File: src/rtl/muldiv_ctrl.sv
// Sequencing controller for the M-extension multiply/divide unit: radix-2 shift-add multiply,
// restoring divide, sign fix-up. Define MULDIV_FASTPATH_EN to retire trivial operations in one cycle.
module muldiv_ctrl #(
  parameter int XLEN = 32,
  parameter int ITER = 32
) (
  input  logic            clk_i,
  input  logic            reset_i,
  input  logic            start_i,
  input  logic [2:0]      funct3_i,
  input  logic [XLEN-1:0] rs1_i,
  input  logic [XLEN-1:0] rs2_i,
  input  logic            kill_i,
  output logic            busy_o,
  output logic            done_o,
  output logic [XLEN-1:0] result_o
);

  typedef enum logic [1:0] {S_IDLE, S_CALC, S_FIX, S_DONE} state_t;

  localparam logic [5:0]      LAST_STEP = 6'(ITER - 1);
  localparam logic [XLEN-1:0] ONES      = {XLEN{1'b1}};
  localparam logic [XLEN-1:0] MIN_NEG   = {1'b1, {(XLEN-1){1'b0}}};

  state_t              state_q, state_d;
  logic [5:0]          cnt_q;
  logic [2:0]          funct3_q;
  logic [XLEN-1:0]     rs1_q, b_mag_q, result_q;
  logic [2*XLEN-1:0]   acc_q;
  logic                sign_q, dz_q, ovf_q;

  logic                a_signed, b_signed, a_neg, b_neg, sign_in, dz_in, ovf_in;
  logic                accept, fast_in;
  logic [XLEN-1:0]     a_mag, b_mag;

  function automatic logic [2*XLEN-1:0] mul_step(input logic [2*XLEN-1:0] acc,
                                                 input logic [XLEN-1:0] m);
    logic [XLEN:0] sum;
    sum = {1'b0, acc[2*XLEN-1:XLEN]} + (acc[0] ? {1'b0, m} : {(XLEN+1){1'b0}});
    return {sum, acc[XLEN-1:1]};
  endfunction

  // Partial remainder lives in the upper half; quotient bits shift in at the bottom.
  function automatic logic [2*XLEN-1:0] div_step(input logic [2*XLEN-1:0] acc,
                                                 input logic [XLEN-1:0] d);
    logic [2*XLEN-1:0] sh;
    logic [XLEN:0]     trial;
    sh    = {acc[2*XLEN-2:0], 1'b0};
    trial = {acc[2*XLEN-1], sh[2*XLEN-1:XLEN]} - {1'b0, d};
    if (!trial[XLEN]) return {trial[XLEN-1:0], sh[XLEN-1:1], 1'b1};
    return sh;
  endfunction

  function automatic logic [XLEN-1:0] fix_result(input logic [2:0] f3,
                                                 input logic [2*XLEN-1:0] acc,
                                                 input logic sgn, input logic dz, input logic ovf,
                                                 input logic [XLEN-1:0] dividend);
    logic [2*XLEN-1:0] prod;
    logic [XLEN-1:0]   quo, rem;
    prod = sgn ? -acc : acc;
    quo  = sgn ? -acc[XLEN-1:0] : acc[XLEN-1:0];
    rem  = sgn ? -acc[2*XLEN-1:XLEN] : acc[2*XLEN-1:XLEN];
    case (f3)
      3'b000:         return prod[XLEN-1:0];
      3'b100, 3'b101: return dz ? ONES : (ovf ? MIN_NEG : quo);
      3'b110, 3'b111: return dz ? dividend : (ovf ? {XLEN{1'b0}} : rem);
      default:        return prod[2*XLEN-1:XLEN];
    endcase
  endfunction

`ifdef MULDIV_FASTPATH_EN
  function automatic logic [XLEN-1:0] special_result(input logic [2:0] f3, input logic dz,
                                                     input logic [XLEN-1:0] dividend);
    if (!f3[2]) return {XLEN{1'b0}};
    if (f3[1])  return dz ? dividend : {XLEN{1'b0}};
    return dz ? ONES : MIN_NEG;
  endfunction

  assign fast_in = funct3_i[2] ? (dz_in | ovf_in) : ((rs1_i == '0) | (rs2_i == '0));
`else
  assign fast_in = 1'b0;
`endif

  assign a_signed = !(funct3_i[0] & (funct3_i[1] | funct3_i[2]));
  assign b_signed = a_signed & (funct3_i != 3'b010);
  assign a_neg    = a_signed & rs1_i[XLEN-1];
  assign b_neg    = b_signed & rs2_i[XLEN-1];
  assign a_mag    = a_neg ? -rs1_i : rs1_i;
  assign b_mag    = b_neg ? -rs2_i : rs2_i;
  assign sign_in  = (funct3_i[2] & funct3_i[1]) ? a_neg : (a_neg ^ b_neg);
  assign dz_in    = funct3_i[2] & (rs2_i == '0);
  assign ovf_in   = funct3_i[2] & ~funct3_i[0] & (rs1_i == MIN_NEG) & (rs2_i == ONES);
  assign accept   = (state_q == S_IDLE) & start_i & ~kill_i;
  assign result_o = result_q;

  always_comb begin
    state_d = state_q;
    busy_o  = 1'b0;
    done_o  = 1'b0;
    case (state_q)
      S_IDLE: if (accept) state_d = fast_in ? S_DONE : S_CALC;
      S_CALC: begin
        busy_o = 1'b1;
        if (kill_i)                  state_d = S_IDLE;
        else if (cnt_q == LAST_STEP) state_d = S_FIX;
      end
      S_FIX: begin
        busy_o  = 1'b1;
        state_d = kill_i ? S_IDLE : S_DONE;
      end
      S_DONE: begin
        done_o  = 1'b1;
        state_d = S_IDLE;
      end
      default: state_d = S_IDLE;
    endcase
  end

  always_ff @(posedge clk_i or posedge reset_i) begin
    if (reset_i) begin
      state_q  <= S_IDLE;
      cnt_q    <= '0;
      funct3_q <= '0;
      rs1_q    <= '0;
      b_mag_q  <= '0;
      acc_q    <= '0;
      sign_q   <= 1'b0;
      dz_q     <= 1'b0;
      ovf_q    <= 1'b0;
      result_q <= '0;
    end else begin
      state_q <= state_d;
      case (state_q)
        S_IDLE: if (accept) begin
          funct3_q <= funct3_i;
          rs1_q    <= rs1_i;
          b_mag_q  <= b_mag;
          sign_q   <= sign_in;
          dz_q     <= dz_in;
          ovf_q    <= ovf_in;
          cnt_q    <= '0;
          acc_q    <= {{XLEN{1'b0}}, a_mag};
`ifdef MULDIV_FASTPATH_EN
          if (fast_in) result_q <= special_result(funct3_i, dz_in, rs1_i);
`endif
        end
        S_CALC: if (!kill_i) begin
          acc_q <= funct3_q[2] ? div_step(acc_q, b_mag_q) : mul_step(acc_q, b_mag_q);
          cnt_q <= cnt_q + 6'd1;
        end
        S_FIX: if (!kill_i) result_q <= fix_result(funct3_q, acc_q, sign_q, dz_q, ovf_q, rs1_q);
        default: ;
      endcase
    end
  end

endmodule

File: config.mk
export PLATFORM = sky130hd
export DESIGN_NAME = muldiv_ctrl
export DESIGN_NICKNAME = d
export VERILOG_FILES = /design/src/rtl/muldiv_ctrl.sv
export SDC_FILE = /design/constraint.sdc
export NUM_CORES = 1
export LEC_CHECK = 0
export CORE_MARGIN = 4
export CORE_UTILIZATION = 57
export CTS_CLUSTER_DIAMETER = 150
export DETAILED_ROUTE_END_ITERATION = 8
export PLACE_DENSITY = 0.77
export SYNTH_ARGS = -nofsm -noshare
export SYNTH_HDL_FRONTEND = slang
export SYNTH_SLANG_ARGS = --single-unit
export TNS_END_PERCENT = 5
File: constraint.sdc
create_clock -name clk_i -period 10.4 [get_ports clk_i]
set_input_delay 2.08 -clock clk_i [delete_from_list [all_inputs] [get_ports clk_i]]
set_output_delay 2.08 -clock clk_i [all_outputs]
set_load 0.01 [all_outputs]
# == Word level (Yosys, flattened, before mapping) ==
# Index checks and enable logic that the tools add are counted.
# W data, S select, Z words.
# totals
output_inout_bits,34
in_bits,71
regBits,174
wordCells,90
# op_classes
bitwise_logic,15
n_eq_ne,14
n_addsub,8
reduce_logical,12
mux,31
# ops
cell,count
$mux W64,6
$mux W32,9
$neg A32 Y32,4
$pmux W64 S2,1
$pmux W32 S3,1
$eq A32 B32 Y1 const B,2
$neg A64 Y64,1
$add A32 B32 Y33,1
$sub A33 B32 Y33,1
$logic_not A32 Y1,1
$eq A3 B3 Y1 const B,4
$mux W6,2
$pmux W6 S2,1
$and A1 B1 Y1,11
$mux W2,4
$pmux W2 S4,1
$add A6 B1 Y6 const B,1
$eq A6 B5 Y1 const B,1
$mux W1,6
$reduce_and A2 Y1,3
$reduce_or A2 Y1,3
$eq A2 B2 Y1 const B,2
$ne A2 B2 Y1 const B,2
$logic_not A3 Y1,1
10 further kinds,11

# == Depth between registers and ports, before layout ==
# Gate-level depths: netlist (run 1).
# depth
depth_word,8
depth_mapped,14

# == Worst setup path after synthesis (run 1) ==
# Ideal clock, no wire load.
# synth_path
path_kind,input to register
start,input rs1_i[10]
end,register acc_q[27]
arrival_ns,4.196
cell_stages,9
setup_ns,0.126
setup_slack_ns,6.078
cell_sequence,or4_1 -> nor4_1 -> nand3b_1 -> or2_2 -> nand2b_1 -> nand2b_1 -> o21ai_0 -> xnor2_1 -> a221o_1
# synth_between
elab_chain_len,4
# synth_lines
element,line,text
"start, declared",11,"input logic [XLEN-1:0] rs1_i,"
$neg A32 Y32,88,assign a_mag = a_neg ? -rs1_i : rs1_i;
$mux W32,88,
$mux W64,134,S_IDLE: if (accept) begin
$pmux W64 S2,133,case (state_q)
"end signal, assigned",142,"acc_q <= {{XLEN{1'b0}}, a_mag};"
"end signal, assigned",148,"acc_q <= funct3_q[2] ? div_step(acc_q, b_mag_q) : mul_step(acc_q, b_mag_q);"
"end, declared",29,logic [2*XLEN-1:0] acc_q;
# No other way between the ends. The select of a mux whose other input is x is not followed.
# A chain may end at the register's enable or synchronous reset.

# == Worst setup path after layout (run 1) ==
# layout_path
start,register acc_q[0]
end,register acc_q[62]
# layout_between
elab_chain_len,5
# layout_lines
element,line,text
$mux W32,39,"sum = {1'b0, acc[2*XLEN-1:XLEN]} + (acc[0] ? {1'b0, m} : {(XLEN+1){1'b0}});"
$add A32 B32 Y33,39,
$mux W64,148,
$mux W64,147,S_CALC: if (!kill_i) begin
$pmux W64 S2,133,
# No other way between the ends. The select of a mux whose other input is x is not followed.

==> reports/metrics.json, run 1 <==
{
  "min_period_ps": 5060,
  "synth_top_cell_area_share_pct": 28.2,
  "beginning_of_the_worst_register_to_register_path": "acc_q[0]$_DFFE_PP0P_",
  "final_min_period_over_clock_period_pct": 48.6,
  "min-delay-start": "result_o[0]$_DFFE_PP0P_",
  "worst_slew_margin_pct": 26.5,
  "yosys.area.top_type": "sky130_fd_sc_hd__dfrtp_1",
  "grt_antenna_before_repair": 1,
  "crit_path_cell_trace": "clkinv_1 > nor2_1 > ha_1 > or4_1 > o21ai_0 > a2111oi_0 > o311ai_0 > a21oi_1 > nor3_1 > o21ai_0 > mux2_2 > o31ai_1",
  "worst_ep_arrival_time_ps": 5410,
  "clock-skew-final_ps": 19.8,
  "ir_drop_mv": 0.193,
  "flip_flop_cell_with_the_highest_count_after_synthesis": "sky130_fd_sc_hd__dfrtp_1",
  "register_to_register_path_depth": 12,
  "regArea_um2": 4360,
  "fillers": 2384,
  "io_buffers": 104,
  "post_cts_buffers": 0,
  "cellLeakagePower_nw": 7.41,
  "cts.root.buffer_cell": "sky130_fd_sc_hd__clkbuf_16",
  "worstPathBufferInverterCount": 1,
  "die-width_um": 173,
  "synth_edf_count": 0,
  "synth-seq-area-share_pct": 28.2,
  "critPathTopFamily": "compound AO/OA/AOI/OAI gates",
  "ctsLongestPathBuffers": 2,
  "finalSetupViolCount": 0,
  "route.antenna.remaining_nets": 0,
  "reg2reg_setup_slack_ps": 5340,
  "core_area_um2": 26400,
  "worstSetupStartpointType": "register",
  "pwr_density_cell_nw_per_um2": 336,
  "syn2layout_area_growth_pct": 10.8,
  "final.setup.tns_ps": 0,
  "cts-buffers-inserted": 17,
  "timing_worst_setup_path_type": "register to register",
  "clkSinkCount": 174,
  "synth-async-reset-ratio_pct": 100,
  "area_occupied_by_multi_input_gates_um2": 10300,
  "timing_worst_slew_pin_value_ps": 1100,
  "avgRoutedWirePerCell_um": 21.2,
  "layout_commonest_cell": "sky130_fd_sc_hd__nand2_1",
  "drtIter0Drc": 1732,
  "diode_insertion_count_for_antenna_repair": 0,
  "vias": 15400,
  "fp.dieArea_um2": 29800,
  "clock_insertion_delay_worst_skew_ps": 450,
  "netlist_instances": 2026,
  "max_freq_mhz": 198,
  "detail_route.drc_violations": 0,
  "worst_path_max_delay_cell": "sky130_fd_sc_hd__clkinv_1",
  "grt_util_all_layers_pct": 33.1,
  "dp_hpwl_mm": 38.0,
  "start_util_pct": 58.5,
  "netlist_area_um2": 15400,
  "tritoncts_clock_tree": "yes",
  "dr.pass1.iters": 5,
  "cpMostUsedCell": "sky130_fd_sc_hd__o21ai_0",
  "final_max_slew_viol_count": 0,
  "synth.net_count": 2173,
  "grt_start_max_net_pins": 107,
  "timing.hold.worst.class": "register to register",
  "post_cts.resized_instances": 0,
  "globalRouteOverflowTotal": 0,
  "worstReg2RegEnd": "acc_q[62]$_DFFE_PP0P_",
  "num_rows": 59,
  "cts_hold_buffers": 0,
  "fraction_of_final_layout_cells_with_drive_strength_greater_than_1_pct": 4.44,
  "final_net_count": 2183,
  "ys_warnings": 0,
  "critPathMaxFanout": 34,
  "first_pass_grt_wire_length_mm": 80.2,
  "boundaryPins": 105,
  "fin_util_pct": 64.9,
  "hold_violations": 0,
  "critPathCaptureType": "register",
  "die_height_um": 173,
  "cpPeakStageDelay_ps": 960,
  "final_cell_mix": "sky130_fd_sc_hd__nand2_1 (335), sky130_fd_sc_hd__o21ai_0 (212), sky130_fd_sc_hd__dfrtp_1 (172), sky130_fd_sc_hd__nor2_1 (157), sky130_fd_sc_hd__a21oi_1 (126)",
  "vias_per_cell": 6.47,
  "finalWirelength_mm": 50.4,
  "synth.top_cells.by_area": "sky130_fd_sc_hd__dfrtp_1 (28%), sky130_fd_sc_hd__nand2_1 (8.2%), sky130_fd_sc_hd__o21ai_0 (6.9%)",
  "synthDistinctLibCells": 77,
  "finalWeightedCongestion": 0.993,
  "grt_setup_unrepaired": "no",
  "path_clk_slew_ps": 70,
  "synth.ff_latch_count": 174,
  "synth_area_per_cell_um2": 7.61,
  "maxCapViolations": 0,
  "whs_path_depth": 2,
  "h-tree-depth": 4,
  "worstHoldEndpoint": "result_o[0]$_DFFE_PP0P_",
  "via_count_of_the_first_global_routing_pass": 14700,
  "worst_ep_required_time_ps": 10760,
  "run_status": "complete, no violations",
  "crit_path_start": "acc_q[0]$_DFFE_PP0P_"
}
-- cell type report --
type                    instances  area share (%)
inverters                      66            1.48
flip-flops and latches        174            25.5
clock buffers                  17            2.49
well taps                     335            2.45
multi-input cells            1653            60.3
clock inverters                15           0.783
repair buffers                124            6.97
-- registers in the layout, indices dropped and copies added, names as in the netlist --
signal    count
ovf_q         1
result_o     32
state_q       2
sign_q        1
rs1_q        32
acc_q        64
dz_q          1
b_mag_q      32
funct3_q      3
cnt_q         6
-- worst max-delay path by stage --
stage | slack, ps | cells past startpoint | end
CTS | 5410 | 12 | acc_q[62]$_DFFE_PP0P_
detailed placement | 5150 | 10 | acc_q[63]$_DFFE_PP0P_
global route | 5100 | 12 | acc_q[62]$_DFFE_PP0P_
floorplan | 3600 | 1 | acc_q[0]$_DFFE_PP0P_
global placement | 5260 | 9 | acc_q[63]$_DFFE_PP0P_
finish | 5340 | 12 | acc_q[62]$_DFFE_PP0P_
-- kinds of logic after synthesis --
group           after synthesis  share of synthesized area [%]
simple gates                726                           21.5
compound gates              610                           25.0
buf+inv                     199                           4.99
xor+xnor                    196                           11.1
flops                       174                           28.2
fa+ha+maj                    76                           6.26
mux                          45                           2.96
-- synthesized netlist by cell type, types with 14 or more instances --
cell	instances
sky130_fd_sc_hd__dfrtp_1	174
sky130_fd_sc_hd__nand2_1	335
sky130_fd_sc_hd__o21ai_0	212
sky130_fd_sc_hd__nand2b_1	21
sky130_fd_sc_hd__o221ai_1	20
sky130_fd_sc_hd__buf_1	16
sky130_fd_sc_hd__or3_1	15
sky130_fd_sc_hd__a21oi_1	126
sky130_fd_sc_hd__inv_1	64
sky130_fd_sc_hd__a21o_1	32
sky130_fd_sc_hd__nand4_1	19
sky130_fd_sc_hd__nor2_1	158
sky130_fd_sc_hd__or4_1	16
sky130_fd_sc_hd__a22oi_1	22
sky130_fd_sc_hd__nor3_1	31
sky130_fd_sc_hd__nor4_1	21
sky130_fd_sc_hd__and2_1	14
sky130_fd_sc_hd__mux2i_1	40
sky130_fd_sc_hd__o22ai_1	17
sky130_fd_sc_hd__xnor2_1	109
sky130_fd_sc_hd__o41ai_1	14
sky130_fd_sc_hd__ha_1	74
sky130_fd_sc_hd__xor2_1	87
sky130_fd_sc_hd__nand3_1	39
sky130_fd_sc_hd__clkbuf_1	109
sky130_fd_sc_hd__o211ai_1	15
sky130_fd_sc_hd__o31ai_1	40
-- power breakdown --
part	total, mW	leakage, nW	internal, mW	switching, mW
logic	3.70	4.90	1.45	2.25
clock network	0.639	0.276	0.333	0.305
registers	1.41	2.23	0.924	0.483
total	5.75	7.41	2.71	3.04
-- worst register-to-register path: stages (launching register included) --
cell	delay, ps
sky130_fd_sc_hd__dfrtp_1	580
sky130_fd_sc_hd__clkinv_1	960
sky130_fd_sc_hd__nor2_1	340
sky130_fd_sc_hd__ha_1	340
sky130_fd_sc_hd__or4_1	550
sky130_fd_sc_hd__o21ai_0	130
sky130_fd_sc_hd__a2111oi_0	180
sky130_fd_sc_hd__o311ai_0	620
sky130_fd_sc_hd__a21oi_1	180
sky130_fd_sc_hd__nor3_1	390
sky130_fd_sc_hd__o21ai_0	200
sky130_fd_sc_hd__mux2_2	300
sky130_fd_sc_hd__o31ai_1	210
-- metal layers --
layer / up-vias / wire (µm) / global-route usage (%)
met5: - / 12 / 0
met4: 2 / 1160 / 8.72
met3: 89 / 4990 / 7.16
met2: 756 / 21900 / 50.7
met1: 7342 / 22300 / 47.8
li1: 7243 / - / -
-- per-stage QoR --
step | worst slack [ps] | cell area (µm²) | hold slack (ps) | power (mW) | std cells
detailed placement | 5150 | 16500 | 468 | 4.99 | 2352
floorplan | 3600 | 15400 | 440 | 3.99 | 2026
global placement | 5260 | 16500 | 459 | 4.93 | 2352
CTS | 5410 | 17100 | 483 | 5.65 | 2384
global route | 5100 | 17100 | 494 | 6.18 | 2384
finish | 5340 | 17100 | 475 | 5.75 | 2384
No activity file was read; power rests on OpenSTA's default activity.
==> run 2: changes to the inputs <==
==> constraint.sdc (replaced) <==
create_clock -name clk_i -period 4.8 [get_ports clk_i]
set_input_delay 0.96 -clock clk_i [delete_from_list [all_inputs] [get_ports clk_i]]
set_output_delay 0.96 -clock clk_i [all_outputs]
set_load 0.01 [all_outputs]
==> run 2 against run 1 <==
- sequential power rose by 110%
- flip-flop and latch count is the same
- count of clock-buffer cells in the layout grew 2
- combinational power is 120% higher
- utilization up 0.39 points
- final cell count is 0.29% higher
- cell area rose by 0.61%
- register-to-register slack got worse by 4700 ps
- critical path type unchanged
==> reports/metrics.json, run 2 (synthesis gave the netlist of run 1 again) <==
{
  "hold_violations": {"value": 0, "change": "unchanged"},
  "num_rows": {"value": 59, "change": "unchanged"},
  "crit_path_cell_trace": "clkinv_1 > buf_4 > nor2_1 > ha_1 > and3_1 > a221o_1 > a31oi_1 > a31oi_1 > o22ai_1 > o21ai_0 > a211oi_1 > nor2_1 > a221o_1",
  "dr.pass1.iters": {"value": 6, "change": "+1"},
  "cts_hold_buffers": {"value": 0, "change": "unchanged"},
  "grt_setup_unrepaired": "no",
  "worstSetupStartpointType": "register",
  "route.met2.wl": {"value": 23.0, "unit": "mm", "change": "+4.6%"},
  "met3RoutedLength": {"value": 4.94, "unit": "mm", "change": "-1.0%"},
  "path_clk_slew": {"value": 70, "unit": "ps", "change": "about the same"},
  "final_cell_mix": "sky130_fd_sc_hd__nand2_1 (335), sky130_fd_sc_hd__o21ai_0 (212), sky130_fd_sc_hd__dfrtp_1 (172), sky130_fd_sc_hd__nor2_1 (157), sky130_fd_sc_hd__a21oi_1 (126)",
  "die-width": {"value": 173, "unit": "µm", "change": "unchanged"},
  "detail_route.drc_violations": {"value": 0, "change": "unchanged"},
  "critPathCaptureType": "register",
  "pwr-share-seq": {"value": 24.1, "unit": "%", "change": "-0.4 points"},
  "final.setup.tns": {"value": 0, "unit": "ps", "change": "unchanged"},
  "timing_worst_setup_path_type": "register to register",
  "maxUsedRoutingLayer": "met4",
  "run_status": "complete, no violations",
  "io_buffers": {"value": 104, "change": "unchanged"},
  "post_cts.resized_instances": {"value": 0, "change": "unchanged"},
  "clkSinkCount": {"value": 174, "change": "unchanged"},
  "cpPeakStageDelay": {"value": 500, "unit": "ps", "change": "-460 ps"},
  "first_pass_grt_wire_length": {"value": 82.3, "unit": "mm", "change": "+2.6%"},
  "power.clock.fraction": {"value": 11.3, "unit": "%", "change": "+0.2 points"},
  "die_height": {"value": 173, "unit": "µm", "change": "unchanged"},
  "globalRouteOverflowTotal": {"value": 0, "change": "unchanged"},
  "worst_path_max_delay_cell": "sky130_fd_sc_hd__dfrtp_1",
  "fp.dieArea": {"value": 29800, "unit": "µm²", "change": "unchanged"},
  "sw_frac_of_total": {"value": 52.6, "unit": "%", "change": "-0.26 points"},
  "layout_commonest_cell": "sky130_fd_sc_hd__nand2_1",
  "tritoncts_clock_tree": "yes",
  "post_cts_buffers": {"value": 0, "change": "unchanged"},
  "grt_antenna_before_repair": {"value": 0, "change": "-1"},
  "routedLengthMet1": {"value": 22.6, "unit": "mm", "change": "+1.4%"},
  "internal_power": {"value": 5.95, "unit": "mW", "change": "+120%"},
  "diode_insertion_count_for_antenna_repair": {"value": 0, "change": "unchanged"},
  "worstPathBufferInverterCount": {"value": 2, "change": "+1"},
  "min_period": {"value": 4130, "unit": "ps", "change": "-929 ps"},
  "core_area": {"value": 26400, "unit": "µm²", "change": "unchanged"},
  "ir_drop": {"value": 0.566, "unit": "mV", "change": "+190%"},
  "largest_register_ff_count": {"value": 64, "change": "unchanged"},
  "final_net_count": {"value": 2191, "change": "+0.37%"},
  "vias_per_cell": {"value": 6.51, "change": "+0.56%"},
  "fin_util": {"value": 65.3, "unit": "%", "change": "+0.39 points"},
  "critPathTopFamily": "compound AO/OA/AOI/OAI gates",
  "route.antenna.remaining_nets": {"value": 0, "change": "unchanged"},
  "fraction_of_final_layout_cells_with_drive_strength_greater_than_1": {"value": 4.77, "unit": "%", "change": "+0.33 points"},
  "grt_util_all_layers": {"value": 33.9, "unit": "%", "change": "+0.80 points"},
  "clock_insertion_delay_worst_skew": {"value": 450, "unit": "ps", "change": "about the same"},
  "avgRoutedWirePerCell": {"value": 21.6, "unit": "µm", "change": "+1.9%"},
  "combPwrFrac": {"value": 64.6, "unit": "%", "change": "+0.2 points"},
  "pwr_density_cell": {"value": 730, "unit": "nW/µm²", "change": "+120%"},
  "final_min_period_over_clock_period": {"value": 86.0, "unit": "%", "change": "+37 points"},
  "dp_hpwl": {"value": 39.0, "unit": "mm", "change": "+2.8%"},
  "finalWirelength": {"value": 51.5, "unit": "mm", "change": "+2.2%"},
  "boundaryPins": {"value": 105, "change": "unchanged"},
  "finalSetupViolCount": {"value": 0, "change": "unchanged"},
  "vias": {"value": 15600, "change": "+0.86%"},
  "start_util": {"value": 58.5, "unit": "%", "change": "unchanged"},
  "power_switching": {"value": 6.61, "unit": "mW", "change": "+120%"},
  "h-tree-depth": {"value": 4, "change": "unchanged"},
  "finalWeightedCongestion": {"value": 1.02, "change": "+2.8%"},
  "grt_start_max_net_pins": {"value": 104, "change": "-2.8%"},
  "drtIter0Drc": {"value": 1957, "change": "+13%"},
  "maxCapViolations": {"value": 0, "change": "unchanged"},
  "syn2layout_area_growth_pct": 11.5,
  "via_count_of_the_first_global_routing_pass": {"value": 14900, "change": "+1.6%"},
  "ctsLongestPathBuffers": {"value": 2, "change": "unchanged"},
  "cellLeakagePower": {"value": 7.46, "unit": "nW", "change": "+0.72%"},
  "critPathMaxFanout": {"value": 20, "change": "-41%"},
  "worst_ep_required_time": {"value": 5130, "unit": "ps", "change": "-5630 ps"},
  "timing_worst_slew_pin_value": {"value": 1100, "unit": "ps", "change": "+1.52 ps"},
  "final_max_slew_viol_count": {"value": 0, "change": "unchanged"},
  "worst_ep_arrival_time": {"value": 4460, "unit": "ps", "change": "-950 ps"},
  "max_freq": {"value": 242, "unit": "MHz", "change": "+22%"},
  "cts-buffers-inserted": {"value": 17, "change": "unchanged"},
  "worst_slew_margin": {"value": 26.8, "unit": "%", "change": "+0.35 points"},
  "registers.top_by_ff_count": "acc_q",
  "clock-skew-final": {"value": 13.8, "unit": "ps", "change": "-6.04 ps"},
  "cts.root.buffer_cell": "sky130_fd_sc_hd__clkbuf_16",
  "timing.hold.worst.class": "register to register"
}
==> run 2: cell count changes in the layout (fill, tap and decap cells not counted) <==
cell / previous run / this run
sky130_fd_sc_hd__buf_4: 20 / 26
sky130_fd_sc_hd__clkinv_2: 5 / 1
sky130_fd_sc_hd__buf_12: 0 / 2
sky130_fd_sc_hd__clkbuf_8: 0 / 2
sky130_fd_sc_hd__clkinv_4: 1 / 2
sky130_fd_sc_hd__inv_6: 6 / 5
sky130_fd_sc_hd__inv_8: 1 / 2
==> run 2: area by class of cell <==
class	instances	area, µm²
flip-flops and latches	174	4360
clock buffers	19	453
repair buffers	132	1280
multi-input cells	1653	10300
fillers	2336	9150
inverters	66	251
well taps	335	419
clock inverters	12	126
==> run 2: per-layer routing <==
metal | vias to the layer above | global-route usage, %
li1 | 7269 | -
met1 | 7420 | 48.9
met2 | 797 | 52.7
met3 | 78 | 6.58
met4 | 0 | 8.58
met5 | - | 0
==> run 2: worst min-delay path: stages, from the launching register on <==
cell and delay, ps:
sky130_fd_sc_hd__dfrtp_1 340, sky130_fd_sc_hd__nand2_1 50, sky130_fd_sc_hd__nand2_1 60
==> run 2: power groups by stage <==
stage | Clock [mW] | Combinational [mW] | Sequential (mW)
after floorplan | 0 | 6.25 | 2.39
after global placement | 0 | 7.74 | 2.98
after detailed placement | 0 | 7.86 | 3.00
after CTS | 1.42 | 7.92 | 2.98
after global routing | 1.48 | 8.88 | 3.10
final | 1.41 | 8.12 | 3.03
==> run 2: through the flow <==
step           power [mW]  instance area (µm²)  cells  hold slack (ps)  setup WS (ps)
4_1_cts              12.3                17200   2391              477            748
6_report             12.6                17200   2391              477            672
5_1_grt              13.5                17200   2391              503            173
2_1_floorplan        8.65                15400   2026              440           1460
3_3_place_gp         10.7                16600   2360              456            821
3_5_place_dp         10.9                16600   2360              459            796
==> run 2: path summary, 6_finish.rpt <==
path                                        from  slack, ps               endpoint  cells past startpoint
hold / removal             rs1_q[27]$_DFFE_PP0P_        480  rs1_q[27]$_DFFE_PP0P_                      2
setup / recovery            acc_q[0]$_DFFE_PP0P_        670  acc_q[57]$_DFFE_PP0P_                     13
min in group asynchronous                reset_i        960  acc_q[40]$_DFFE_PP0P_                      3
hold reg to reg            rs1_q[27]$_DFFE_PP0P_        480  rs1_q[27]$_DFFE_PP0P_                      2
setup reg to reg            acc_q[0]$_DFFE_PP0P_        670  acc_q[57]$_DFFE_PP0P_                     13
max in group asynchronous                reset_i       3340  rs1_q[23]$_DFFE_PP0P_                      3
